`src/rtl/tictactoe_pkg.sv`:
```
// rtl/tictactoe_pkg.sv - cell codes, FSM states and win-line table shared by the game controller and renderer
package tictactoe_pkg;

   localparam int NUM_CELLS = 9;

   localparam logic [1:0] CELL_EMPTY = 2'b00;
   localparam logic [1:0] CELL_P1    = 2'b10;
   localparam logic [1:0] CELL_P2    = 2'b11;

   typedef enum logic [1:0] {PLAY, CHECK, OVER} state_t;

   // Rows, columns, then diagonals; entry [l] holds the three cell indices of line l
   localparam logic [7:0][2:0][3:0] WIN_LINES = {
      {4'd2, 4'd4, 4'd6},
      {4'd0, 4'd4, 4'd8},
      {4'd2, 4'd5, 4'd8},
      {4'd1, 4'd4, 4'd7},
      {4'd0, 4'd3, 4'd6},
      {4'd6, 4'd7, 4'd8},
      {4'd3, 4'd4, 4'd5},
      {4'd0, 4'd1, 4'd2}
   };

   function automatic logic [NUM_CELLS-1:0] win_cells(input logic [NUM_CELLS-1:0][1:0] b,
                                                       input logic [1:0] code);
      logic [NUM_CELLS-1:0] m;
      m = '0;
      for (int l = 0; l < 8; l++) begin
         if (b[WIN_LINES[l][0]] == code && b[WIN_LINES[l][1]] == code &&
             b[WIN_LINES[l][2]] == code) begin
            m[WIN_LINES[l][0]] = 1'b1;
            m[WIN_LINES[l][1]] = 1'b1;
            m[WIN_LINES[l][2]] = 1'b1;
         end
      end
      return m;
   endfunction

endpackage

```
`src/rtl/tictactoe_game_ctrl_btn_debounce.sv`:
```
// rtl/tictactoe_game_ctrl_btn_debounce.sv - 2-flop synchronizer, debounce counter and press pulse for one active-low button
module btn_debounce #(
   parameter int DEBOUNCE_CYCLES = 250000,
   parameter int CNT_W           = 18
) (
   input  logic i_clk,
   input  logic i_rst_n,
   input  logic i_btn_n,
   output logic o_press
);

   logic [1:0]       r_sync;
   logic             r_stable;
   logic [CNT_W-1:0] r_cnt;
   logic             w_sync;
   logic             w_diff;
   logic             w_done;

   assign w_sync = r_sync[1];
   assign w_diff = (w_sync != r_stable);
   assign w_done = w_diff && (r_cnt == CNT_W'(DEBOUNCE_CYCLES - 1));

   // Synchronizer resets to the released level so reset release never looks like a press
   always_ff @(posedge i_clk or negedge i_rst_n) begin
      if (!i_rst_n) begin
         r_sync   <= 2'b11;
         r_stable <= 1'b1;
         r_cnt    <= '0;
         o_press  <= 1'b0;
      end else begin
         r_sync  <= {r_sync[0], i_btn_n};
         o_press <= w_done & ~w_sync;
         if (!w_diff || w_done) r_cnt <= '0;
         else                   r_cnt <= r_cnt + CNT_W'(1);
         if (w_done) r_stable <= w_sync;
      end
   end

endmodule

```
`src/rtl/tictactoe_game_ctrl.sv`:
```
// rtl/tictactoe_game_ctrl.sv - tic-tac-toe move/turn/win engine on the pixel clock
// Optional TICTACTOE_WIN_MASK_EN adds oWinMask marking the cells of completed winning lines.
module tictactoe_game_ctrl
   import tictactoe_pkg::*;
#(
   parameter int DEBOUNCE_CYCLES = 250000,
   parameter int CNT_W           = 18
) (
   input  logic       iVGA_CLK,
   input  logic       iRST_n,
   input  logic [3:0] iSel,
   input  logic       iCommit_n,
   input  logic       iNewGame_n,
   output logic [1:0] board [8:0],
   output logic       oTurn,
   output logic [1:0] oWinner,
   output logic       oDraw,
   output logic       oGameOver,
   output logic       oIllegal
`ifdef TICTACTOE_WIN_MASK_EN
   ,
   output logic [8:0] oWinMask
`endif
);

   logic [3:0]                r_sel_s1;
   logic [3:0]                r_sel;
   logic [3:0]                r_count;
   state_t                    r_state;
   state_t                    w_state_nxt;
   logic                      w_commit;
   logic                      w_newgame;
   logic                      w_place;
   logic                      w_illegal;
   logic                      w_set_win;
   logic                      w_set_draw;
   logic                      w_toggle;
   logic                      w_clear;
   logic [1:0]                w_mover;
   logic [NUM_CELLS-1:0][1:0] w_board_pk;
   logic [NUM_CELLS-1:0]      w_mask;

   btn_debounce #(.DEBOUNCE_CYCLES(DEBOUNCE_CYCLES), .CNT_W(CNT_W)) u_commit_db (
      .i_clk(iVGA_CLK), .i_rst_n(iRST_n), .i_btn_n(iCommit_n), .o_press(w_commit)
   );

   btn_debounce #(.DEBOUNCE_CYCLES(DEBOUNCE_CYCLES), .CNT_W(CNT_W)) u_newgame_db (
      .i_clk(iVGA_CLK), .i_rst_n(iRST_n), .i_btn_n(iNewGame_n), .o_press(w_newgame)
   );

   always_ff @(posedge iVGA_CLK or negedge iRST_n) begin
      if (!iRST_n) begin
         r_sel_s1 <= '0;
         r_sel    <= '0;
      end else begin
         r_sel_s1 <= iSel;
         r_sel    <= r_sel_s1;
      end
   end

   always_comb begin
      for (int i = 0; i < NUM_CELLS; i++) w_board_pk[i] = board[i];
   end

   // Only the player who just moved can have completed a line
   assign w_mover = oTurn ? CELL_P2 : CELL_P1;
   assign w_mask  = win_cells(w_board_pk, w_mover);

   always_comb begin
      w_state_nxt = r_state;
      w_place     = 1'b0;
      w_illegal   = 1'b0;
      w_set_win   = 1'b0;
      w_set_draw  = 1'b0;
      w_toggle    = 1'b0;
      w_clear     = 1'b0;
      if (w_newgame) begin
         w_clear     = 1'b1;
         w_state_nxt = PLAY;
      end else begin
         case (r_state)
            PLAY: begin
               if (w_commit) begin
                  if (r_sel < 4'(NUM_CELLS) && board[r_sel] == CELL_EMPTY) begin
                     w_place     = 1'b1;
                     w_state_nxt = CHECK;
                  end else begin
                     w_illegal = 1'b1;
                  end
               end
            end
            CHECK: begin
               if (|w_mask) begin
                  w_set_win   = 1'b1;
                  w_state_nxt = OVER;
               end else if (r_count == 4'(NUM_CELLS)) begin
                  w_set_draw  = 1'b1;
                  w_state_nxt = OVER;
               end else begin
                  w_toggle    = 1'b1;
                  w_state_nxt = PLAY;
               end
            end
            OVER:    w_state_nxt = OVER;
            default: w_state_nxt = PLAY;
         endcase
      end
   end

   always_ff @(posedge iVGA_CLK or negedge iRST_n) begin
      if (!iRST_n) begin
         for (int i = 0; i < NUM_CELLS; i++) board[i] <= CELL_EMPTY;
         oTurn     <= 1'b0;
         oWinner   <= CELL_EMPTY;
         oDraw     <= 1'b0;
         oGameOver <= 1'b0;
         oIllegal  <= 1'b0;
         r_count   <= '0;
         r_state   <= PLAY;
`ifdef TICTACTOE_WIN_MASK_EN
         oWinMask  <= '0;
`endif
      end else begin
         r_state  <= w_state_nxt;
         oIllegal <= w_illegal;
         if (w_clear) begin
            for (int i = 0; i < NUM_CELLS; i++) board[i] <= CELL_EMPTY;
            oTurn     <= 1'b0;
            oWinner   <= CELL_EMPTY;
            oDraw     <= 1'b0;
            oGameOver <= 1'b0;
            r_count   <= '0;
`ifdef TICTACTOE_WIN_MASK_EN
            oWinMask  <= '0;
`endif
         end else begin
            if (w_place) begin
               board[r_sel] <= w_mover;
               r_count      <= r_count + 4'd1;
            end
            if (w_set_win) begin
               oWinner   <= w_mover;
               oGameOver <= 1'b1;
`ifdef TICTACTOE_WIN_MASK_EN
               oWinMask  <= w_mask;
`endif
            end
            if (w_set_draw) begin
               oDraw     <= 1'b1;
               oGameOver <= 1'b1;
            end
            if (w_toggle) oTurn <= ~oTurn;
         end
      end
   end

endmodule
```
`config.mk`:
```
export PLATFORM = sky130hd
export DESIGN_NAME = tictactoe_game_ctrl
export DESIGN_NICKNAME = d
export VERILOG_FILES = /design/src/rtl/tictactoe_pkg.sv /design/src/rtl/tictactoe_game_ctrl_btn_debounce.sv /design/src/rtl/tictactoe_game_ctrl.sv
export SDC_FILE = /design/constraint.sdc
export NUM_CORES = 1
export LEC_CHECK = 0
export ABC_AREA = 1
export BUFFER_PORTS_ARGS = -buffer_cell sky130_fd_sc_hd__buf_2
export CORE_MARGIN = 2
export CORE_UTILIZATION = 45
export DETAILED_ROUTE_END_ITERATION = 16
export GPL_TIMING_DRIVEN = 0
export PLACE_DENSITY_LB_ADDON = 0.15
export SKIP_CTS_REPAIR_TIMING = 1
export SYNTH_ARGS = -nofsm -noshare
export SYNTH_HDL_FRONTEND = slang
export SYNTH_SLANG_ARGS = --single-unit
```
`constraint.sdc`:
```
create_clock -name iVGA_CLK -period 2.7 [get_ports iVGA_CLK]
set_input_delay 0.405 -clock iVGA_CLK [delete_from_list [all_inputs] [get_ports iVGA_CLK]]
set_output_delay 0.405 -clock iVGA_CLK [all_outputs]
set_load 0.01 [all_outputs]
```
Yosys cells after proc, flatten, opt, wreduce, memory -nomap -nowiden
Index checks and enable logic that the tools add are counted.
- register bits: 82
- latch bits: 0
- bits in writable memories: 0
- memory bits (read-only): 0
- bits of input ports: 8
- output and inout bits: 24
- word-level logic and storage cells: 153
- memories: 0
- add/subtract/negate cells: 3
- multipliers: 0
- div/mod/pow operators: 0
- magnitude comparators: 3
- eq/ne operators: 18
- shift operators: 0
- muxes and demuxes: 65
- bitwise operators: 5
- reductions and logical operators: 33
- operators by type and width (cell ; number):
    18-bit two-way mux ; 4
    1-bit two-way mux ; 43
    18-bit by 1-bit adder with 18-bit output, second input constant ; 2
    18-bit equality test, second input constant ; 2
    1-bit logical AND ; 20
    18-bit bitwise mux ; 1
    2-bit equality test ; 9
    2-bit two-way mux ; 9
    3-bit two-way mux ; 3
    9-bit OR reduction ; 1
    2-bit binary-select mux with 4-bit select ; 1
    2-bit demux with 4-bit select ; 1
    4-bit two-way mux ; 2
    2-bit nonzero test ; 4
    2-bit case mux with 3 select lines ; 1
    4-bit by 5-bit less-than comparator with 1-bit output, second input constant ; 1
    4-bit by 1-bit adder with 4-bit output, second input constant ; 1
    4-bit equality test, second input constant ; 1
    4-bit by 1-bit greater-or-equal comparator with 1-bit output, second input constant ; 1
    2-bit logical NOT ; 2
    4-bit less-than comparator, second input constant ; 1
    3-bit by 1-bit inequality test with 1-bit output, second input constant ; 1
    3-bit by 2-bit inequality test with 1-bit output, second input constant ; 1
    1-bit inverter ; 3
    8 further kinds ; 12

Longest topological paths before layout
- depth in word-level cells: 15
- gate-level depth with buffers: 12
- gate-level depth less buffers: 11

By module
Synthesis repeated with hierarchy kept, for this count alone.
- cell total of the unflattened synthesis: 584
- area total of the unflattened synthesis: 4524.3 um^2
- by module, submodules not included (module ; times used ; cells each ; area an instance (um^2) ; sequential area each (um^2)):
    btn_debounce ; 2 ; 154 ; 1217.4 ; 554.3
    tictactoe_game_ctrl ; 1 ; 276 ; 2089.5 ; 950.9

Least setup slack after synthesis
Ideal clock, no wire load.
- path kind: register to register
- start point: register u_commit_db.r_cnt[0]
- end point: register u_commit_db.r_cnt[15]
- library setup time: 82 ps
- arrival: 1542 ps
- required time: 2618 ps
- path slack: 1076 ps
- stages on the path, launching flop included: 11
- buffers on the path: 0
- clock period less this slack: 1624 ps
- cell sequence: dfrtp_1 ha_1 nand2_1 inv_1 nand2_1 nor3_1 nand3_1 inv_1 nor2_4 clkinv_1 nor3_2
- word-level cells in the longest chain between the ends: 4
- elaborated cells between the ends (all ways): 5
- classes of those cells: add/sub (1); eq/ne (1); mux (1); reduce/logical (2)
- ends and longest elaborated chain (item ; line ; RTL):
    start: declaration ; tictactoe_game_ctrl_btn_debounce.sv:14 ; logic [CNT_W-1:0] r_cnt;
    start signal: assignment ; tictactoe_game_ctrl_btn_debounce.sv:34 ; else r_cnt <= r_cnt + CNT_W'(1);
    parallel branches: the longest is 3 deep, another holds 18-bit by 1-bit adder with 18-bit output ; -- ;
    18-bit two-way mux (*) ; tictactoe_game_ctrl_btn_debounce.sv:33 ; if (!w_diff || w_done) r_cnt <= '0;
Every way passes the cells marked *.
A chain may end at the register's enable or synchronous reset.

Worst setup path after layout
Ends and elaborated chain as after synthesis.

==> results.cfg <==
[critical_path]
cpPeakStageDelay_ns = 0.42
crit_path_cell_trace = ha_1 > nand2_1 > inv_1 > nand2_1 > nor3_1 > nand3_1 > inv_1 > nor2_4 > clkinv_1 > nor3_2
cp_max_fo = 10
crit_buf_inv = 3
cp.required_ns = 2.97
cp-start-kind = flip-flop
rrSetupSlack_ns = 0.68
crit_family = simple AND/OR/NAND/NOR gates
critPathArrivalTime_ns = 2.29
critPathCaptureType = flip-flop
worstSetupPathType = flip-flop to flip-flop
critPathSlowestCell = dfrtp_1

[yosys]
synth-seq-area-share = 0.507
yosysTopAreaCell = dfrtp_1
yosys.area_share.simple = 0.299
synth_adder_area_share = 0.0123
syn_avg_cell_area_um2 = 7.95
synth_area_leaders = dfrtp_1 47%, nand2_1 10%, nor2_1 7.2%
muxShareOfSynthArea = 0
synth_edf_count = 0
yosys_warnings = 0
synthArstFlopShare = 1.00
syn_area_um2 = 4060
synth_top_area_frac = 0.468
synthTopCellsByCount = 110 x nand2_1, 78 x nor2_1, 76 x dfrtp_1
netlist_instances = 511
syn_nets = 523
synth_most_common_cell = nand2_1
synth_cell_type_count = 28
synth-main-ff-cell = dfrtp_1
synth_top_family_by_area = simple AND/OR/NAND/NOR gates
synth_compound_area_frac = 0.0755
synth_xor_area_frac = 0.0259
synth_seq_cells = 82

[floorplanning]
die-width_um = 99
placementRows = 34
fp.dieH_um = 99
die_area_um2 = 9800
io-pin-count = 32
core_um2 = 8720
start_util = 0.466

[placement]
place_ws_ns = 0.676
place_inst = 651
routabilityCongestion = 0.903
placed_area_um2 = 4380
hpwl_mm = 6.20
portBuffers = 31

[hold_path]
holdCritPathClass = primary input to async pin

[clock_tree]
worstSkewPairLatency_ns = 0.35
clock_sinks = 82
cts_buffers = 9
cts_tree = built
cts_max_path_buffers = 2
clk_pin_slew_ns = 0.09
cts_root_buffer = clkbuf_8
cts_max_level = 3

[sta]
relSlewSlack = 0.538
setup_violations = 0
drv_slew = 0
fin_tns_setup_ns = 0
tightest_slew_ns = 0.692
finalHoldViolations = 0
rsz0062_at_grt = no
fin_crit_sh = 0.747
skew_ns = 0.0128
whs_ns = 0.00758
worst_slack_ns = 0.684
period_needed_ns = 2.02
fmax_mhz = 496

[layout]
syn2layout_area_growth_pct = 13.3
design_area_um2 = 4600
diodes = 0
finalNonFillerCells = 667
drive_gt1_frac = 0.131
finalNetCount = 566
fin_util = 0.528

[pwr]
finalPower_mw = 2.31
power.density_nw_per_um2 = 503
vdd_drop_max_uv = 345
power.leakage_nw = 2.16

[global_route]
grt_max_degree = 47
grt_overflow = 0
grt_pass1_wl_mm = 14.8
grt_pass1_vias = 3231
antenna_found_initial = 0
grt.total_usage = 0.184

[job]
maxCapViolCount = 0

[outcome]
status = complete, no violations

[drt]
route.vias.total = 3397
viasPerCell = 5.09
drt-total-wl_mm = 8.48
ant_nets = 0
drc = 0
drtIter0Drc = 159
drtPass1Iterations = 4
wl_per_cell_um = 12.7
layout make-up:
class,count,area [um2]
multi-input cells,350,1680
flip-flops and latches,82,2060
fillers,803,4120
clock buffers,10,128
inverters,70,263
plain buffers,9,62.6
clock inverters,6,91.3
well taps,108,135
repair buffers,32,185
layer usage:
metal	track usage	wire length (um)	vias up
li1	-	-	1723
met1	0.258	4070	1579
met2	0.297	3870	83
met3	0.0284	428	12
met4	0.0590	115	0
met5	0	0	-
flip-flops by register name, summed over array words and instances, names as in the netlist:
register,cells
board,18
oDraw,1
oGameOver,1
oIllegal,1
oTurn,1
oWinner,2
r_count,4
r_sel,4
r_sel_s1,4
r_state,2
u_commit_db.o_press,1
u_commit_db.r_cnt,18
u_commit_db.r_stable,1
u_commit_db.r_sync,2
u_newgame_db.o_press,1
u_newgame_db.r_cnt,18
u_newgame_db.r_stable,1
u_newgame_db.r_sync,2
final timing paths:
kind | from | cells after the start | to
max | u_commit_db.r_cnt[0] | 10 | u_commit_db.r_cnt[15]
min | iRST_n | 1 | board[11]
max reg2reg | u_commit_db.r_cnt[0] | 10 | u_commit_db.r_cnt[15]
min reg2reg | r_sel_s1[3] | 0 | r_sel[3]
max in group asynchronous | iRST_n | 2 | u_commit_db.r_sync[0]
min in group iVGA_CLK | iSel[1] | 1 | r_sel_s1[1]
power breakdown:
group	internal [mW]	leakage, nW	switching [mW]
Sequential	1.25	1.10	0.0123
Clock	0.523	0.0987	0.457
Combinational	0.0213	0.963	0.0556
Total	1.79	2.16	0.525
cells by family after synthesis:
kind of cell    count (synthesis)
buf+inv                        79
simple gates                  278
xor+xnor                       12
fa+ha+maj                       4
flops                          82
compound gates                 56
cells in the final DEF (no fill, tap or decap), drive strengths merged, types with 4 or more instances in the layout:
master	instances
nand3	49
o21ai	23
nor3	23
nand4	9
clkinv	4
buf	38
xor2	10
a21oi	30
nand2	110
nor4	4
nor2	81
inv	67
dfstp	6
dfrtp	76
clkbuf	13
ha	4
Note: power is estimated with default switching activity, not from simulation.
